==> src/rtl/syn_acache_pcm_fetch_ctrl.sv <==
`timescale 1ns / 1ps
// syn_acache_pcm_fetch_ctrl
//   Reads the audio cache ping-pong PCM buffers through port B on behalf of
//   the FGYRUS FFT loader. Each buffer-swap pulse starts a fetch of a whole
//   frame of L/R sample pairs. The pairs are streamed out over valid/ready
//   through a small credit-limited skid FIFO. The same port B is shared with
//   a local-bus debug reader under a bounded-wait arbiter.
//
// Ports
//   clk_ir, rst_ir          clock, asynchronous active-high reset
//   fetch_en                allows new frame fetches to start
//   pcm_rdy_oh              one-cycle swap pulse: a new frame is ready
//   mem_addr/mem_rden       port B address and read strobe
//   mem_lrdata/mem_rrdata   L/R read data, qualified by mem_rd_valid
//   smpl_valid/smpl_ready   sample stream handshake
//   smpl_lchnnl/rchnnl      sample pair at the FIFO head
//   smpl_idx/smpl_last      index of the pair within the frame, last marker
//   lb_rd_en/lb_rd_addr     debug read request ([7] selects R, [6:0] address)
//   lb_rd_valid/lb_rd_data  debug read return pulse and data
//   busy                    a frame is being fetched or drained
//   frame_done_oh           pulse when the last pair of a frame is accepted
//   ovrn_cnt/ovrn_clr       saturating count of swap pulses seen while busy
//   tag_err                 sticky: read data and issued reads went out of step
module syn_acache_pcm_fetch_ctrl #(
  parameter int P_PCM_RAM_DATA_W = 32,
  parameter int P_PCM_RAM_ADDR_W = 7,
  parameter int P_RAM_RD_DELAY   = 2,
  parameter int P_SKID_DEPTH     = 4,
  parameter int P_LB_MAX_WAIT    = 8
) (
  input  logic                        clk_ir,
  input  logic                        rst_ir,
  input  logic                        fetch_en,
  input  logic                        pcm_rdy_oh,
  output logic [P_PCM_RAM_ADDR_W-1:0] mem_addr,
  output logic                        mem_rden,
  input  logic [P_PCM_RAM_DATA_W-1:0] mem_lrdata,
  input  logic [P_PCM_RAM_DATA_W-1:0] mem_rrdata,
  input  logic                        mem_rd_valid,
  output logic                        smpl_valid,
  input  logic                        smpl_ready,
  output logic [P_PCM_RAM_DATA_W-1:0] smpl_lchnnl,
  output logic [P_PCM_RAM_DATA_W-1:0] smpl_rchnnl,
  output logic [P_PCM_RAM_ADDR_W-1:0] smpl_idx,
  output logic                        smpl_last,
  input  logic                        lb_rd_en,
  input  logic [P_PCM_RAM_ADDR_W:0]   lb_rd_addr,
  output logic                        lb_rd_valid,
  output logic [P_PCM_RAM_DATA_W-1:0] lb_rd_data,
  output logic                        busy,
  output logic                        frame_done_oh,
  output logic [7:0]                  ovrn_cnt,
  input  logic                        ovrn_clr,
  output logic                        tag_err
);

  localparam int DW     = P_PCM_RAM_DATA_W;
  localparam int AW     = P_PCM_RAM_ADDR_W;
  localparam int RD     = P_RAM_RD_DELAY;
  localparam int PTR_W  = $clog2(P_SKID_DEPTH);
  localparam int CNT_W  = PTR_W + 1;
  localparam int WAIT_W = $clog2(P_LB_MAX_WAIT + 1);
  localparam logic [AW-1:0] LAST_ADDR = {AW{1'b1}};

  typedef enum logic [1:0] {ST_IDLE, ST_FETCH, ST_DRAIN} state_t;

  state_t              state, state_nxt;
  logic [AW-1:0]       fetch_addr;
  logic [RD-1:0]       tag_vld, tag_lb;
  logic [CNT_W-1:0]    fetch_out, fifo_count;
  logic                fetch_elig, fetch_grant, lb_grant;
  logic                lb_pending, lb_sel, lb_busy, lb_accept, lb_ret;
  logic [AW-1:0]       lb_addr;
  logic [WAIT_W-1:0]   lb_wait;
  logic [DW-1:0]       fifo_l [P_SKID_DEPTH];
  logic [DW-1:0]       fifo_r [P_SKID_DEPTH];
  logic [PTR_W-1:0]    wr_ptr, rd_ptr;
  logic [AW-1:0]       acc_idx;
  logic                head_vld, head_lb, push, pop;

  assign head_vld = tag_vld[RD-1];
  assign head_lb  = tag_lb[RD-1];
  assign push     = mem_rd_valid & head_vld & ~head_lb;
  assign lb_ret   = mem_rd_valid & head_vld & head_lb;

  assign smpl_valid    = (fifo_count != '0);
  assign pop           = smpl_valid & smpl_ready;
  assign smpl_lchnnl   = fifo_l[rd_ptr];
  assign smpl_rchnnl   = fifo_r[rd_ptr];
  assign smpl_idx      = acc_idx;
  assign smpl_last     = smpl_valid && (acc_idx == LAST_ADDR);
  assign frame_done_oh = pop & smpl_last;
  assign busy          = (state != ST_IDLE);

  // A debug read stays "busy" from acceptance until its data has come back,
  // so only one debug read is ever held or in flight.
  assign lb_busy   = lb_pending | (|(tag_vld & tag_lb));
  assign lb_accept = lb_rd_en & ~lb_busy;

  // Fetch reads still in the tag pipe; together with the FIFO fill this is
  // the credit that keeps the FIFO from ever overflowing.
  always_comb begin
    fetch_out = '0;
    for (int i = 0; i < RD; i++)
      if (tag_vld[i] && !tag_lb[i]) fetch_out = fetch_out + CNT_W'(1);
  end

  // Arbiter and next-state logic. The debug read takes the port when no
  // fetch read can go, or once it has waited long enough.
  always_comb begin
    state_nxt   = state;
    mem_rden    = 1'b0;
    mem_addr    = '0;
    fetch_elig  = (state == ST_FETCH) &&
                  ((fifo_count + fetch_out) < CNT_W'(P_SKID_DEPTH));
    lb_grant    = lb_pending && (!fetch_elig || (lb_wait >= WAIT_W'(P_LB_MAX_WAIT)));
    fetch_grant = fetch_elig && !lb_grant;
    if (lb_grant) begin
      mem_rden = 1'b1;
      mem_addr = lb_addr;
    end else if (fetch_grant) begin
      mem_rden = 1'b1;
      mem_addr = fetch_addr;
    end
    case (state)
      ST_IDLE:  if (pcm_rdy_oh && fetch_en) state_nxt = ST_FETCH;
      ST_FETCH: if (fetch_grant && (fetch_addr == LAST_ADDR)) state_nxt = ST_DRAIN;
      ST_DRAIN: if ((fetch_out == '0) && (fifo_count == '0)) state_nxt = ST_IDLE;
      default:  state_nxt = ST_IDLE;
    endcase
  end

  always_ff @(posedge clk_ir or posedge rst_ir) begin
    if (rst_ir) state <= ST_IDLE;
    else        state <= state_nxt;
  end

  // Fetch address is parked at 0 whenever idle, so every frame starts at 0.
  always_ff @(posedge clk_ir or posedge rst_ir) begin
    if (rst_ir)                fetch_addr <= '0;
    else if (state == ST_IDLE) fetch_addr <= '0;
    else if (fetch_grant)      fetch_addr <= fetch_addr + AW'(1);
  end

  // Tag pipe mirrors the read latency; the head tag lines up with the
  // cycle in which that read's data returns.
  always_ff @(posedge clk_ir or posedge rst_ir) begin
    if (rst_ir) begin
      tag_vld <= '0;
      tag_lb  <= '0;
      tag_err <= 1'b0;
    end else begin
      tag_vld[0] <= mem_rden;
      tag_lb[0]  <= lb_grant;
      for (int i = 1; i < RD; i++) begin
        tag_vld[i] <= tag_vld[i-1];
        tag_lb[i]  <= tag_lb[i-1];
      end
      if (mem_rd_valid != head_vld) tag_err <= 1'b1;
    end
  end

  always_ff @(posedge clk_ir or posedge rst_ir) begin
    if (rst_ir) begin
      wr_ptr     <= '0;
      rd_ptr     <= '0;
      fifo_count <= '0;
      acc_idx    <= '0;
      for (int i = 0; i < P_SKID_DEPTH; i++) begin
        fifo_l[i] <= '0;
        fifo_r[i] <= '0;
      end
    end else begin
      if (push) begin
        fifo_l[wr_ptr] <= mem_lrdata;
        fifo_r[wr_ptr] <= mem_rrdata;
        wr_ptr         <= wr_ptr + PTR_W'(1);
      end
      if (pop) begin
        rd_ptr  <= rd_ptr + PTR_W'(1);
        acc_idx <= acc_idx + AW'(1);
      end
      if (push && !pop)      fifo_count <= fifo_count + CNT_W'(1);
      else if (pop && !push) fifo_count <= fifo_count - CNT_W'(1);
    end
  end

  always_ff @(posedge clk_ir or posedge rst_ir) begin
    if (rst_ir) begin
      lb_pending  <= 1'b0;
      lb_sel      <= 1'b0;
      lb_addr     <= '0;
      lb_wait     <= '0;
      lb_rd_valid <= 1'b0;
      lb_rd_data  <= '0;
    end else begin
      if (lb_accept) begin
        lb_pending <= 1'b1;
        lb_addr    <= lb_rd_addr[AW-1:0];
        lb_sel     <= lb_rd_addr[AW];
        lb_wait    <= '0;
      end else if (lb_grant) begin
        lb_pending <= 1'b0;
        lb_wait    <= '0;
      end else if (lb_pending && (lb_wait < WAIT_W'(P_LB_MAX_WAIT))) begin
        lb_wait <= lb_wait + WAIT_W'(1);
      end
      lb_rd_valid <= lb_ret;
      if (lb_ret) lb_rd_data <= lb_sel ? mem_rrdata : mem_lrdata;
    end
  end

  // Clear takes priority over a same-cycle overrun.
  always_ff @(posedge clk_ir or posedge rst_ir) begin
    if (rst_ir)                                        ovrn_cnt <= '0;
    else if (ovrn_clr)                                 ovrn_cnt <= '0;
    else if (pcm_rdy_oh && busy && (ovrn_cnt != 8'hFF)) ovrn_cnt <= ovrn_cnt + 8'd1;
  end

endmodule
==> config.mk <==
export PLATFORM = sky130hd
export DESIGN_NAME = syn_acache_pcm_fetch_ctrl
export DESIGN_NICKNAME = d
export VERILOG_FILES = /design/src/rtl/syn_acache_pcm_fetch_ctrl.sv
export SDC_FILE = /design/constraint.sdc
export NUM_CORES = 1
export LEC_CHECK = 0
export BUFFER_PORTS_ARGS = -buffer_cell sky130_fd_sc_hd__buf_2
export CORE_ASPECT_RATIO = 0.6
export CORE_UTILIZATION = 58
export DETAILED_ROUTE_END_ITERATION = 10
export PLACE_DENSITY = 0.82
export SYNTH_ARGS = -nofsm -noshare
export SYNTH_HDL_FRONTEND = slang
export SYNTH_SLANG_ARGS = --single-unit
==> constraint.sdc <==
create_clock -name clk_ir -period 17.1 [get_ports clk_ir]
set_input_delay 5.13 -clock clk_ir [delete_from_list [all_inputs] [get_ports clk_ir]]
set_output_delay 5.13 -clock clk_ir [all_outputs]
set_load 0.01 [all_outputs]
* Word level (Yosys, flattened, before mapping)
Index checks and enable logic that the tools add are counted.
Cells by class: $add $sub $neg 10, multiply operators 0, divide/modulo/power cells 0, order comparisons 6, equal/unequal tests 9, shift-type cells 0, mux-type cells 32, bitwise operators 12, reductions and logical operators 34
Operators by type and width (number):
- $bwmux 128 | 2
- $mux 32 | 6
- $bmux 32 s2 | 2
- $demux 32 s2 | 1
- $mux 7 | 4
- $mux 8 | 2
- $logic_and 1x1->1 | 15
- $add 7x1->7 const B | 2
- $eq 7x7->1 const B | 2
- $mux 4 | 3
- $reduce_bool 2->1 | 5
- $mux 3 | 3
- $add 8x1->8 const B | 1
- $ne 8x8->1 const B | 1
- $add 3x1->3 const B | 2
- $and 1x1->1 | 6
- $ge 3x3->1 const B | 2
- $logic_not 1->1 | 6
- $logic_not 3->1 | 2
- $mux 2 | 3
- $not 2->3 | 2
- $pmux 2 s3 | 1
- $reduce_bool 3->1 | 2
- $mux 1 | 5
- other kinds (20) | 23
Storage, ports and cells: flip-flop bits (word level) 338, latch bits 0, memory bits (writable) 0, bits in read-only memories 0, output and inout port bits 125, logic and storage cells 127, memories 0

* Longest topological paths before layout
depth in word-level cells 16, gate-level depth with buffers 9, depth with buffers taken out 8

* Least setup slack after synthesis
No wires, ideal clock.
path kind input to output, start point input smpl_ready, end point output frame_done_oh, arrival 5.303 ns, data required time 11.970 ns, setup slack 6.667 ns, cell stages on the path 1, path through and3_1
On the way: word-level cells in the longest chain between the ends 2
Ends and longest elaborated chain:
- start, declared | RTL line 41 | input logic smpl_ready,
- $and 1x1->1 | RTL line 87 | assign pop = smpl_valid & smpl_ready;
- $and 1x1->1 | RTL line 92 | assign frame_done_oh = pop & smpl_last;
- end, declared | RTL line 51 | output logic frame_done_oh,
Every way passes these cells.

* Final worst setup path
Ends and elaborated chain as after synthesis.

==> results.yml <==
die:
  dieWidth_um: 209
  fp-row-count: 44
  die_height_um: 126
  core_um2: 24700
  start_util: 0.603
  die_area_um2: 26300
  io_pins: 205
setup_path:
  cp_num_buf_inv: 2
  path_max_fanout: 3
  crit_family: "buffers and inverters"
  reg2reg_depth: 7
  crit_path_frequent_cell: "buf_2"
  regToRegSetupSlack_ps: 14360
  worstSetupEndpointType: "primary output"
  path_cells: "buf_2 -> and3_1 -> buf_2"
  max_stage_delay_ps: 130
  cp.required_ps: 11970
  rr_startpoint: "tag_lb[1]"
  r2r_end: "fetch_addr[3]"
  crit_arrival_ps: 5510
  crit_type: "input port to primary output"
  cp_slowest_cell: "and3_1"
  crit_path_start_kind: "input port"
logic_synthesis:
  synth-main-ff-cell: "dfrtp_1"
  yosysUniqueCellTypes: 44
  ys_warn_count: 0
  syn_inst: 991
  yosysSeqAreaShare: 0.568
  synth_nets: 1086
  synth_area_leaders: "dfrtp_1, mux2_2, mux4_2"
  synth.avg_cell_area_um2: 15.0
  synth_area_leader_cell: "dfrtp_1"
  synth_edf_count: 0
  syn_area_um2: 14900
  synth_top_area_frac: 0.568
  synth_async_sr_flop_share: 1.00
  synth-seq-cells: 338
cts:
  clock-sinks: 338
  clock_latency_ps: 560
  clockRootBuffer: "clkbuf_16"
  cts_buffer_depth: 3
  cts_buffers: 30
  postCtsSetupBuffers: 0
  clkTransAtPathRegs_ps: 70
  cts.hold.buffers_added: 0
  htree_num_levels: 1
  cts_resized: 0
  cts_tree: "yes"
global_routing:
  grt_max_degree: 120
  grt_usage: 0.254
  overflow: 0
  grt_pass1_wl_um: 52700
  grt_pass1_vias: 9465
  antenna_found_initial: 2
placement:
  numPortBuffers: 204
  gp_congestion: 0.822
  place_inst: 1469
  dp_hpwl_um: 20000
  place_area_um2: 16200
  post-place-ws_ps: 6470
worst_hold_path:
  holdPathStages: 0
  whs_endpoint: "tag_lb[1]"
  min_from: "tag_lb[0]"
  hold_path_class: "flip-flop to flip-flop"
cells_and_area:
  areaGrowthSynthToFinish_pct: 15.3
  fillers: 1719
  utilization: 0.696
  nets: 1274
  drive_above_1_share: 0.504
  fin_area_um2: 17200
  fin_cells: 1525
detailed_routing:
  antenna_left: 0
  vias: 8985
  drt-total-wl_um: 32000
  wl_per_cell_um: 21.0
  dr.pass1.iters: 5
  drc: 0
  viasPerCell: 5.89
  drtIter0Drc: 580
sta:
  slew_violations: 0
  finalSetupTns_ps: 0
  timing.final.crit_period_ps: 10640
  worstMarginPinSlew_ps: 1060
  period_share: 0.622
  max_clock_freq_mhz: 94.0
  setup_violations: 0
  rsz0062_at_grt: "false"
  slew_headroom: 0.290
  fin_worst_skew_ps: 13.6
  setup_slack_ps: 6460
  finalHoldViolCount: 0
  whs_ps: 400
power_and_ir_drop:
  switchingPower_mw: 1.18
  finalPower_mw: 3.55
  p_seq_frac: 0.405
  irDropWorstVdd_v: 0.000123
  power.density_nw_per_um2: 207
  pwr-share-comb: 0.403
  p_leak_nw: 7.85
  netSwitchingFraction: 0.333
  power.internal_mw: 2.37
  p_clk_frac: 0.192
flow_run:
  maxCapViolations: 0
status:
  status: "complete, no violations"
==> area by class of cell <==
cell class / instances / area [µm²] / area share
Clock buffer: 42 / 877 / 0.0511
Antenna cell: 1 / 2.50 / 0.000146
Clock inverter: 13 / 128 / 0.00744
Tap cell: 322 / 403 / 0.0235
Timing Repair Buffer: 212 / 1080 / 0.0630
Multi-Input combinational cell: 584 / 6150 / 0.358
Sequential cell: 338 / 8460 / 0.493
Inverter: 13 / 56.3 / 0.00328
==> cell usage after synthesis, types with 2 or more instances <==
master,instances
dfrtp_1,338
mux2_2,265
mux4_2,64
nor2_1,48
mux2i_1,36
nand2_1,36
a21oi_1,35
buf_2,33
clkbuf_1,14
ha_1,14
inv_1,13
nand3_1,9
xnor2_1,9
buf_1,8
a22o_1,7
xor2_1,7
nand4_1,6
o21ai_0,6
and2_1,4
nor2b_1,4
nor3_1,4
a31oi_1,3
and3_1,3
a32o_1,2
a41o_1,2
nand2b_1,2
or2_2,2
==> sequential cells by signal, summed over array words and instances, names as in the netlist <==
| name | count |
|---|---|
| tag_lb | 2 |
| wr_ptr | 2 |
| ovrn_cnt | 8 |
| lb_addr | 7 |
| smpl_idx | 7 |
| state | 2 |
| tag_err | 1 |
| lb_rd_valid | 1 |
| fifo_l | 128 |
| fetch_addr | 7 |
| tag_vld | 2 |
| fifo_r | 128 |
| rd_ptr | 2 |
| lb_pending | 1 |
| lb_sel | 1 |
| lb_wait | 4 |
| lb_rd_data | 32 |
| fifo_count | 3 |
==> kinds of logic (layout without fill, tap and decap cells) <==
group                      count (synthesis)  in the layout  synth area share
muxes                                    365            365             0.322
xor gates and xnor gates                  16             16           0.00942
and+or+nand+nor                          122            122            0.0369
AOI/OAI and AO/OA                         66             66            0.0299
adders and majority gates                 15             15            0.0131
other                                      0              1                 0
buffers and inverters                     69            280            0.0204
DFF                                      338            338             0.568
==> power groups by stage <==
stage	registers (mW)	logic (mW)	clock network [mW]
after floorplan	1.36	1.05	0
after global placement	1.43	1.39	0
after detailed placement	1.45	1.44	0
after CTS	1.44	1.45	0.700
after global routing	1.49	1.55	0.729
final	1.44	1.43	0.683
==> worst max path at each step <==
| stage | startpoint | slack [ps] | depth (start not counted) | to |
|---|---|---|---|---|
| 2_1_floorplan | rst_ir | 2600 | 1 | fetch_addr[0] |
| 3_3_place_gp | smpl_ready | 6460 | 3 | frame_done_oh |
| 3_5_place_dp | smpl_ready | 6470 | 3 | frame_done_oh |
| 4_1_cts | smpl_ready | 6460 | 3 | frame_done_oh |
| 5_1_grt | smpl_ready | 6450 | 3 | frame_done_oh |
| 6_report | smpl_ready | 6460 | 3 | frame_done_oh |
==> metal layers <==
| layer | global-route usage | vias up | share of wire |
|---|---|---|---|
| met2 | 0.396 | 198 | 0.47 |
| met3 | 0.0516 | 31 | 0.051 |
| met5 | 0 | - | 0 |
| met1 | 0.380 | 4739 | 0.47 |
| li1 | - | 4017 | - |
| met4 | 0.0420 | 0 | 0.011 |
==> cells in the final DEF, fill, tap and decap left out, types with 3 or more instances in the layout <==
cell type	synthesis	layout
dfrtp_1	338	335
mux2_2	265	265
buf_2	33	204
mux4_2	64	64
nor2_1	48	48
mux2i_1	36	36
a21oi_1	35	35
nand2_1	36	32
clkbuf_16	0	31
ha_1	14	14
inv_1	13	12
xnor2_1	9	9
nand3_1	9	9
buf_4	1	8
xor2_1	7	7
a22o_1	7	7
clkinv_2	0	7
nand4_1	6	6
o21ai_0	6	6
clkbuf_8	0	6
clkbuf_1	14	5
nor2b_1	4	4
nand2_4	0	4
nor3_1	4	4
and2_1	4	3
a31oi_1	3	3
and3_1	3	3
Power figures use the tool's default switching activity.
